### config.mk
export PLATFORM = sky130hd
export DESIGN_NAME = ecall_halt_unit_flat
export DESIGN_NICKNAME = d
export VERILOG_FILES = /design/src/rtl/ecall_halt_unit_if.sv /design/src/rtl/ecall_halt_unit.sv /design/src/flat_wrapper.sv
export SDC_FILE = /design/constraint.sdc
export NUM_CORES = 1
export LEC_CHECK = 0
export ABC_AREA = 1
export BUFFER_PORTS_ARGS = -buffer_cell sky130_fd_sc_hd__buf_2
export CAP_MARGIN = 15
export CORE_ASPECT_RATIO = 1.2
export CORE_MARGIN = 4
export CORE_UTILIZATION = 31
export CTS_BUF_LIST = sky130_fd_sc_hd__clkbuf_16
export DETAILED_ROUTE_END_ITERATION = 10
export GPL_ROUTABILITY_DRIVEN = 1
export GPL_TIMING_DRIVEN = 0
export PLACE_DENSITY = 0.85
export SETUP_SLACK_MARGIN = 0.5
export SYNTH_ARGS = -nofsm -noshare
export SYNTH_HDL_FRONTEND = slang
export SYNTH_SLANG_ARGS = --single-unit
export TNS_END_PERCENT = 50
### constraint.sdc
create_clock -name clk -period 4 [get_ports clk]
set_clock_uncertainty 0.1 [all_clocks]
set_input_delay 0.4 -clock clk [delete_from_list [all_inputs] [get_ports clk]]
set_output_delay 0.4 -clock clk [all_outputs]
set_load 0.01 [all_outputs]
### src/rtl/ecall_halt_unit_if.sv
// ecall_halt_unit_if: the ID-stage signals seen by the ecall halt unit and the
// pipeline controls it returns.
// master = pipeline/hazard side, slave = ecall_halt_unit.
interface ecall_halt_unit_if #(
  parameter int XLEN = 32
);
  logic            ID_valid;
  logic            is_ecall;
  logic            stall;
  logic [XLEN-1:0] x17_fwd;
  logic [XLEN-1:0] ID_pc;
  logic            pc_write_disable;
  logic            IF_ID_flush;
  logic            ID_EX_bubble;
  logic            halt_pending;
  logic            is_halted;
  logic [XLEN-1:0] halt_pc;

  modport master (
    output ID_valid, is_ecall, stall, x17_fwd, ID_pc,
    input  pc_write_disable, IF_ID_flush, ID_EX_bubble, halt_pending, is_halted, halt_pc
  );

  modport slave (
    input  ID_valid, is_ecall, stall, x17_fwd, ID_pc,
    output pc_write_disable, IF_ID_flush, ID_EX_bubble, halt_pending, is_halted, halt_pc
  );
endinterface

### src/rtl/ecall_halt_unit.sv
// ecall_halt_unit: accepts a halting ecall (x17 == HALT_CODE) in ID, freezes
// fetch, lets older instructions drain for DRAIN_CYCLES cycles, then holds a
// sticky is_halted until reset.
// Optional feature macro: HALT_SNAPSHOT_EN (captures the halting ecall's PC
// into halt_pc; without it halt_pc is constant 0 and ID_pc is unused).
module ecall_halt_unit #(
  parameter int XLEN         = 32,
  parameter int HALT_CODE    = 10,
  parameter int DRAIN_CYCLES = 3
) (
  input logic              clk,
  input logic              reset,   // synchronous, active-low
  ecall_halt_unit_if.slave bus
);

  localparam int CW = (DRAIN_CYCLES < 1) ? 1 : $clog2(DRAIN_CYCLES + 1);

  typedef enum logic [1:0] {
    ST_RUN    = 2'd0,
    ST_DRAIN  = 2'd1,
    ST_HALTED = 2'd2
  } state_t;

  state_t          r_state;
  state_t          w_state_next;
  logic [CW-1:0]   r_cnt;
  logic [CW-1:0]   w_cnt_next;
  logic            w_accept;
  logic            w_pc_write_disable;
  logic            w_if_id_flush;
  logic            w_id_ex_bubble;
  logic            w_halt_pending;
  logic            w_is_halted;

  // A stalled ecall is ignored this cycle; it is re-evaluated once the hazard
  // unit releases ID and forwarding has delivered the final x17 value.
  assign w_accept = (r_state == ST_RUN) & bus.ID_valid & bus.is_ecall & ~bus.stall &
                    (bus.x17_fwd == XLEN'(HALT_CODE));

  // State and drain-counter registers; reset overrides a same-cycle accept.
  always_ff @(posedge clk) begin
    if (!reset) begin
      r_state <= ST_RUN;
      r_cnt   <= '0;
    end else begin
      r_state <= w_state_next;
      r_cnt   <= w_cnt_next;
    end
  end

  // Next-state logic and pipeline controls.
  always_comb begin
    w_state_next       = r_state;
    w_cnt_next         = r_cnt;
    w_pc_write_disable = 1'b0;
    w_if_id_flush      = 1'b0;
    w_id_ex_bubble     = 1'b0;
    w_halt_pending     = 1'b0;
    w_is_halted        = 1'b0;
    case (r_state)
      ST_RUN: begin
        if (w_accept) begin
          // The ecall itself moves on to EX, so no bubble this cycle.
          w_state_next       = ST_DRAIN;
          w_cnt_next         = CW'(DRAIN_CYCLES);
          w_pc_write_disable = 1'b1;
          w_if_id_flush      = 1'b1;
        end
      end
      ST_DRAIN: begin
        w_cnt_next         = r_cnt - CW'(1);
        w_pc_write_disable = 1'b1;
        w_if_id_flush      = 1'b1;
        w_id_ex_bubble     = 1'b1;
        w_halt_pending     = 1'b1;
        if (r_cnt == CW'(1)) begin
          w_state_next = ST_HALTED;
        end
      end
      ST_HALTED: begin
        w_pc_write_disable = 1'b1;
        w_if_id_flush      = 1'b1;
        w_id_ex_bubble     = 1'b1;
        w_is_halted        = 1'b1;
      end
      default: begin
        w_state_next = ST_RUN;
        w_cnt_next   = '0;
      end
    endcase
  end

  assign bus.pc_write_disable = w_pc_write_disable;
  assign bus.IF_ID_flush      = w_if_id_flush;
  assign bus.ID_EX_bubble     = w_id_ex_bubble;
  assign bus.halt_pending     = w_halt_pending;
  assign bus.is_halted        = w_is_halted;

`ifdef HALT_SNAPSHOT_EN
  logic [XLEN-1:0] r_halt_pc;

  // Snapshot the PC of the accepted ecall; held through DRAIN and HALTED.
  always_ff @(posedge clk) begin
    if (!reset) begin
      r_halt_pc <= '0;
    end else if (w_accept) begin
      r_halt_pc <= bus.ID_pc;
    end
  end

  assign bus.halt_pc = r_halt_pc;
`else
  logic w_unused_id_pc;

  assign w_unused_id_pc = ^bus.ID_pc;
  assign bus.halt_pc    = '0;
`endif

endmodule
### src/flat_wrapper.sv
// flat-port wrapper written by rule: the top's interface ports become plain ports
module ecall_halt_unit_flat 
#(
  parameter int XLEN         = 32,
  parameter int HALT_CODE    = 10,
  parameter int DRAIN_CYCLES = 3
)
  (clk, reset, bus_ID_valid, bus_is_ecall, bus_stall, bus_x17_fwd, bus_ID_pc, bus_pc_write_disable, bus_IF_ID_flush, bus_ID_EX_bubble, bus_halt_pending, bus_is_halted, bus_halt_pc);
  ecall_halt_unit_if #(.XLEN(XLEN)) bus_i ();
  input logic clk;
  input logic reset;
  input wire logic [$bits(bus_i.ID_valid)-1:0] bus_ID_valid;
  input wire logic [$bits(bus_i.is_ecall)-1:0] bus_is_ecall;
  input wire logic [$bits(bus_i.stall)-1:0] bus_stall;
  input wire logic [$bits(bus_i.x17_fwd)-1:0] bus_x17_fwd;
  input wire logic [$bits(bus_i.ID_pc)-1:0] bus_ID_pc;
  output wire logic [$bits(bus_i.pc_write_disable)-1:0] bus_pc_write_disable;
  output wire logic [$bits(bus_i.IF_ID_flush)-1:0] bus_IF_ID_flush;
  output wire logic [$bits(bus_i.ID_EX_bubble)-1:0] bus_ID_EX_bubble;
  output wire logic [$bits(bus_i.halt_pending)-1:0] bus_halt_pending;
  output wire logic [$bits(bus_i.is_halted)-1:0] bus_is_halted;
  output wire logic [$bits(bus_i.halt_pc)-1:0] bus_halt_pc;
  assign bus_i.ID_valid = bus_ID_valid;
  assign bus_i.is_ecall = bus_is_ecall;
  assign bus_i.stall = bus_stall;
  assign bus_i.x17_fwd = bus_x17_fwd;
  assign bus_i.ID_pc = bus_ID_pc;
  assign bus_pc_write_disable = bus_i.pc_write_disable;
  assign bus_IF_ID_flush = bus_i.IF_ID_flush;
  assign bus_ID_EX_bubble = bus_i.ID_EX_bubble;
  assign bus_halt_pending = bus_i.halt_pending;
  assign bus_is_halted = bus_i.is_halted;
  assign bus_halt_pc = bus_i.halt_pc;
  ecall_halt_unit #(.XLEN(XLEN), .HALT_CODE(HALT_CODE), .DRAIN_CYCLES(DRAIN_CYCLES)) u_core (.clk(clk), .reset(reset), .bus(bus_i));
endmodule
# Word level (Yosys, flattened, before mapping)
# Index checks and enable logic that the tools add are counted.
[totals]
inputBits = 69
out_inout_bits = 37
ff_bits = 4
wordCells = 29
[op_classes]
n_eq_ne = 6
muxes = 10
reduce_logical = 4
addsub = 1
bitwise = 6
[op_table]
columns = ["op", "count"]
rows = [
  ["$eq 32x4->1 const B", 1],
  ["$pmux 2 s3", 2],
  ["$mux 2", 3],
  ["$and 1x1->1", 4],
  ["$eq 2x1->1 const B", 2],
  ["$mux 1", 4],
  ["$ne 2x1->1 const B", 2],
  ["$reduce_and 3->1", 1],
  ["$eq 2x2->1 const B", 1],
  ["$logic_not 2->1", 1],
  ["$not 1->1", 2],
  ["$pmux 1 s2", 1],
  ["$reduce_and 2->1", 1],
  ["$reduce_or 2->1", 1],
  ["$sub 2x1->2 const B", 1],
]

# Depth between registers and ports, before layout
[logic_depth]
ltp_word = 7
ltp_mapped = 11
depth_no_buf = 11

# Worst setup path before layout
# OpenSTA, ideal clock, no wires.
[synth_path]
path_kind = "register to output"
start = "register u_core.r_state[0]"
end = "output bus_pc_write_disable"
t_required_ns = 3.500
stages_incl_launch_ff = 10
arrival_time_ns = 1.338
setup_slack_ns = 2.162
n_path_buf = 1
path_cell_list = "dfxtp_1 inv_1 ha_1 inv_1 nor2_1 nand4_1 nor2_1 a21oi_1 nor2_1 buf_4"
[synth_between]
elab_chain_len = 7
word_cells_on_any_way = 10
cone_classes = "2 x eq/ne; 2 x mux; 4 x bitwise; 2 x reduce/logical"
[synth_rtl]
columns = ["item", "line_no", "text"]
rows = [
  ["start, declared", "ecall_halt_unit.sv:24", "state_t r_state;"],
  ["start signal, assigned", "ecall_halt_unit.sv:46", "r_state <= w_state_next;"],
  ["$logic_not 2->1", "--", ""],
  ["$and 1x1->1 (4 in series)", "ecall_halt_unit.sv:37", "assign w_accept = (r_state == ST_RUN) & bus.ID_valid & bus.is_ecall & ~bus.stall &"],
  ["$mux 1", "--", ""],
  ["$pmux 1 s2 (*)", "--", ""],
  ["end, declared", "flat_wrapper.sv:17", "output wire logic [$bits(bus_i.pc_write_disable)-1:0] bus_pc_write_disable;"],
]
# Every way passes the cells marked *; elsewhere a longest branch is shown, timed or not.

# Final worst setup path
[layout_path]
start = "register u_core.r_state[0]"
end = "output bus_pc_write_disable"
[layout_between]
elab_chain_len = 7
word_cells_on_any_way = 10
cone_classes = "2 x eq/ne; 2 x mux; 4 x bitwise; 2 x reduce/logical"
[layout_rtl]
columns = ["item", "line_no", "text"]
rows = [
  ["$logic_not 2->1", "ecall_halt_unit.sv:37, ecall_halt_unit.sv:60", ""],
  ["$and 1x1->1 (4 in series)", "ecall_halt_unit.sv:37", ""],
  ["$mux 1", "ecall_halt_unit.sv:62", "if (w_accept) begin"],
  ["$pmux 1 s2 (*)", "ecall_halt_unit.sv:60", "case (r_state)"],
]
# Marked as above.

==> results.md <==
Place:
- The congestion estimate from routability-driven global placement came to between 0.8 and 0.9.
- The detailed placer's ending HPWL is approximately 1.4 mm.
- The count of buffers added on input and output ports is 41.
- Prior to clock tree synthesis, the placed netlist has a worst setup slack of between 2 and 2.5 ns.

Timing:
- Setup repair after global routing left no endpoint under its margin.
- The number of hold-slack violations in the final timing report is 0.
- The final number of max-transition violations was 0.
- The peak clock frequency supported by timing is approximately 0.47 GHz.
- The final-report setup violation count is 0.
- The shortest period the worst path allows is 2.14 ns.
- In the final timing run, aggregate negative setup slack is 0 ns.
- The final critical-path setup slack is 1.86 ns.
- The final critical-path share of the clock period is 0.536.

Pwr:
- Of the total power, registers draw 0.153.
- The analysis attributes to net switching a power of between 0.07 and 0.08 mW.
- In this run the static leakage power is roughly 0.71 nW.
- Of the total power, the share spent switching nets is 0.246.
- The cell-internal power is ~0.22 mW.
- The clock network fraction of total power is 0.544.
- The worst-case IR drop observed on VDD is 0.000482 V.
- The power density normalized to cell area is 254 nW/um^2.
- The design draws ~0.29 mW.
- The combinational share of power is 0.303.

Yosys:
- The async set or reset register ratio after synthesis is 0.
- The count of synthesis-stage warnings from yosys is 0.
- The area share of the largest cell type after synthesis is 0.357.
- The number of library cell types mapped by synthesis is 19.
- In this run the cell area of the synthesized design comes to 694 sq um.
- The share of the Yosys chip area taken by registers is 0.115.
- By instance count, the leading cell after synthesis is sky130_fd_sc_hd__buf_4.
- By count the netlist is led by 33 x sky130_fd_sc_hd__buf_4, 20 x sky130_fd_sc_hd__nor2_1, 15 x sky130_fd_sc_hd__nand2_1.
- The cell count after synthesis came out at roughly 110.
- The flip-flop and latch count after synthesis is 4.
- The synthesized design spends more area on one cell type than any other, namely sky130_fd_sc_hd__buf_4.
- The mean post-synth cell area is approximately 6.5 sq um.
- The most used flip-flop cell after synthesis is sky130_fd_sc_hd__dfxtp_1.
- The count of flip-flops with a built-in enable after synthesis is 0.
- Sorting the synthesized cells by area gives the leading types as sky130_fd_sc_hd__buf_4 36%, sky130_fd_sc_hd__dfxtp_1 12%, sky130_fd_sc_hd__ha_1 11%.

Outcome:
- The run finished with clean final reports.

Die:
- The die span in y is ~60 microns.
- The die is between 50 and 60 microns wide.
- The number of primary I/O pins is around 110.
- The starting density of the core is 0.332.
- The die covers about 3100 sq um.
- In this run the core area contains 18 standard-cell rows.
- The core region is about 2100 sq um.

Setup path:
- Along the worst path, the maximum fanout reaches 4.
- By instance count, the cell type seen most on the critical path is sky130_fd_sc_hd__nor2_1.
- STA puts the critical path data arrival time at 1.64 ns.
- At the worst endpoint, the required time is between 3 and 4 ns.
- The path type of the worst setup path is register to output pin.
- The worst setup path is launched from a register.
- In this design, the stage delay of the slowest critical-path cell is approximately 0.33 ns.
- The worst setup path is captured at an output pin.
- The critical path goes through inv_1 > ha_1 > inv_1 > nor2_1 > nand4_1 > nor2_1 > a21oi_1 > nor2_1 > buf_4 > buf_2.
- The slowest stage of the critical path belongs to the cell sky130_fd_sc_hd__dfxtp_1.

Finish:
- In the final layout, the share of cells above drive strength 1 is 0.467.
- The multi-input gate area in the final layout is about 440 sq um.
- The utilization of the core after routing is 0.539.
- In the final design database the tool counted between 200 and 300 nets.
- The number of inserted diodes is 0.
- The area added between synthesis and finish is 62.5%.
- The footprint of the flip-flops and latches is approximately 80 sq um.
- Counting the fill cells in the layout gives ~220.

Route:
- The post-route DRC violation count is 0.
- The via count of the routed design is 725.
- The number of detailed-routing iterations run before antenna repair is 4.
- The detail route stage leaves a number of antenna-violating nets equal to 0.
- In the final routed layout, each cell accounts on average for 7.42 microns.
- In the routed layout, each cell is associated on average with a via count of between 3 and 4.
- Wires add up to about 1.6 mm.
- After the first detailed-routing iteration, the DRC count stood at 1.

Clock tree:
- The number of sinks on the clock net is 4.
- The number of buffers inserted by hold repair at cts is 0.
- The total of cells resized after clock tree synthesis is 0.
- The number of H-tree levels is 1.
- The number of post-CTS setup repair buffers is 0.
- The clock insertion delay at the later pin of the skew report is 0.23 ns.
- The clock passes through at most 2 buffers.
- The clock edge transition at the registers on the reported setup and hold paths is 0.03 ns.
- In this run, CTS created clock tree buffers numbering 3.
- TritonCTS built the clock tree.
- The clock tree root buffer cell is sky130_fd_sc_hd__clkbuf_16.

GRT:
- The number of antenna violations at the first check in global routing is 0.
- Entering global routing, the biggest net connects 7 pins.
- The total overflow left after global routing is 0.
- The via count of the first global-routing pass is 622.
- For this run, the total global-route usage over all layers was measured as 0.0977.
- The first global-routing pass estimated around 2.3 mm of wire.

Run:
- Across the run, the number of max-cap violations was 0.

Hold path:
- The path category of the worst min-delay check is input pin to register.
## cell families after synthesis
| group | count (synthesis) | synth area share |
|---|---|---|
| compound gates | 7 | 0.0631 |
| fa+ha+maj | 6 | 0.108 |
| buf+inv | 45 | 0.422 |
| flops | 4 | 0.115 |
| other cells | 1 | 0.00540 |
| simple gates | 44 | 0.286 |
## critical path, delay by kind of cell (launching register included)
kind / cells / cell delay (ns)
and+or+nand+nor: 4 / 0.44
adders and majority gates: 1 / 0.17
buffers and inverters: 4 / 0.38
AOI/OAI and AO/OA: 1 / 0.10
DFF: 1 / 0.33
## metal layers
metal  global-route usage  up-vias  routed length (microns)
met5                    0        -                        0
met4               0.0231        0                        0
met3               0.0599        0                      340
met2                0.184       50                      701
met1               0.0870      265                      530
li1                     -      410                        -
## stage by stage
stage               instances  area [sq um]  hold WS (ns)
finish                    212          1130         0.348
global route              212          1130         0.366
CTS                       212          1130         0.343
detailed placement        209          1050         0.366
global placement          209          1050         0.345
floorplan                 138           811         0.328
## sequential cells by signal, summed over array words and instances, names as in the netlist
register        flops
u_core.r_cnt        2
u_core.r_state      2
## cell usage in the layout (no fill, tap or decap), types with 2 or more instances in the layout
cell and instances:
sky130_fd_sc_hd__nand3_2 2, sky130_fd_sc_hd__buf_4 33, sky130_fd_sc_hd__ha_1 6, sky130_fd_sc_hd__conb_1 32
sky130_fd_sc_hd__inv_1 12, sky130_fd_sc_hd__buf_2 41, sky130_fd_sc_hd__nor2_2 3, sky130_fd_sc_hd__nor2_1 20
sky130_fd_sc_hd__dfxtp_1 4, sky130_fd_sc_hd__a21oi_1 2, sky130_fd_sc_hd__nand2_1 15, sky130_fd_sc_hd__clkbuf_16 3
## area by class of cell
class / instances / area share
inverters: 12 / 0.0399
clock buffers: 3 / 0.0665
multi-input cells: 89 / 0.388
well taps: 30 / 0.0333
flip-flops and latches: 4 / 0.0710
plain buffers: 33 / 0.220
repair buffers: 41 / 0.182
## power groups by stage
| stage | registers [mW] | clock network (mW) | logic, mW |
|---|---|---|---|
| 5_1_grt | 0.0442 | 0.164 | 0.0981 |
| 6_report | 0.0438 | 0.156 | 0.0867 |
| 4_1_cts | 0.0439 | 0.160 | 0.0858 |
| 3_5_place_dp | 0.0444 | 0 | 0.0855 |
| 3_3_place_gp | 0.0443 | 0 | 0.0845 |
| 2_1_floorplan | 0.0440 | 0 | 0.0621 |
## path summary, 6_finish.rpt
check	from	end	slack (ns)	cells past startpoint
max	u_core.r_state[0]$_SDFFE_PN0P_	bus_pc_write_disable	1.86	10
min reg2reg	u_core.r_cnt[1]$_SDFFE_PN0P_	u_core.r_cnt[1]$_SDFFE_PN0P_	0.37	2
max reg2reg	u_core.r_state[0]$_SDFFE_PN0P_	u_core.r_state[0]$_SDFFE_PN0P_	2.45	11
min	reset	u_core.r_state[0]$_SDFFE_PN0P_	0.35	3
Note: power is estimated with default switching activity, not from simulation.
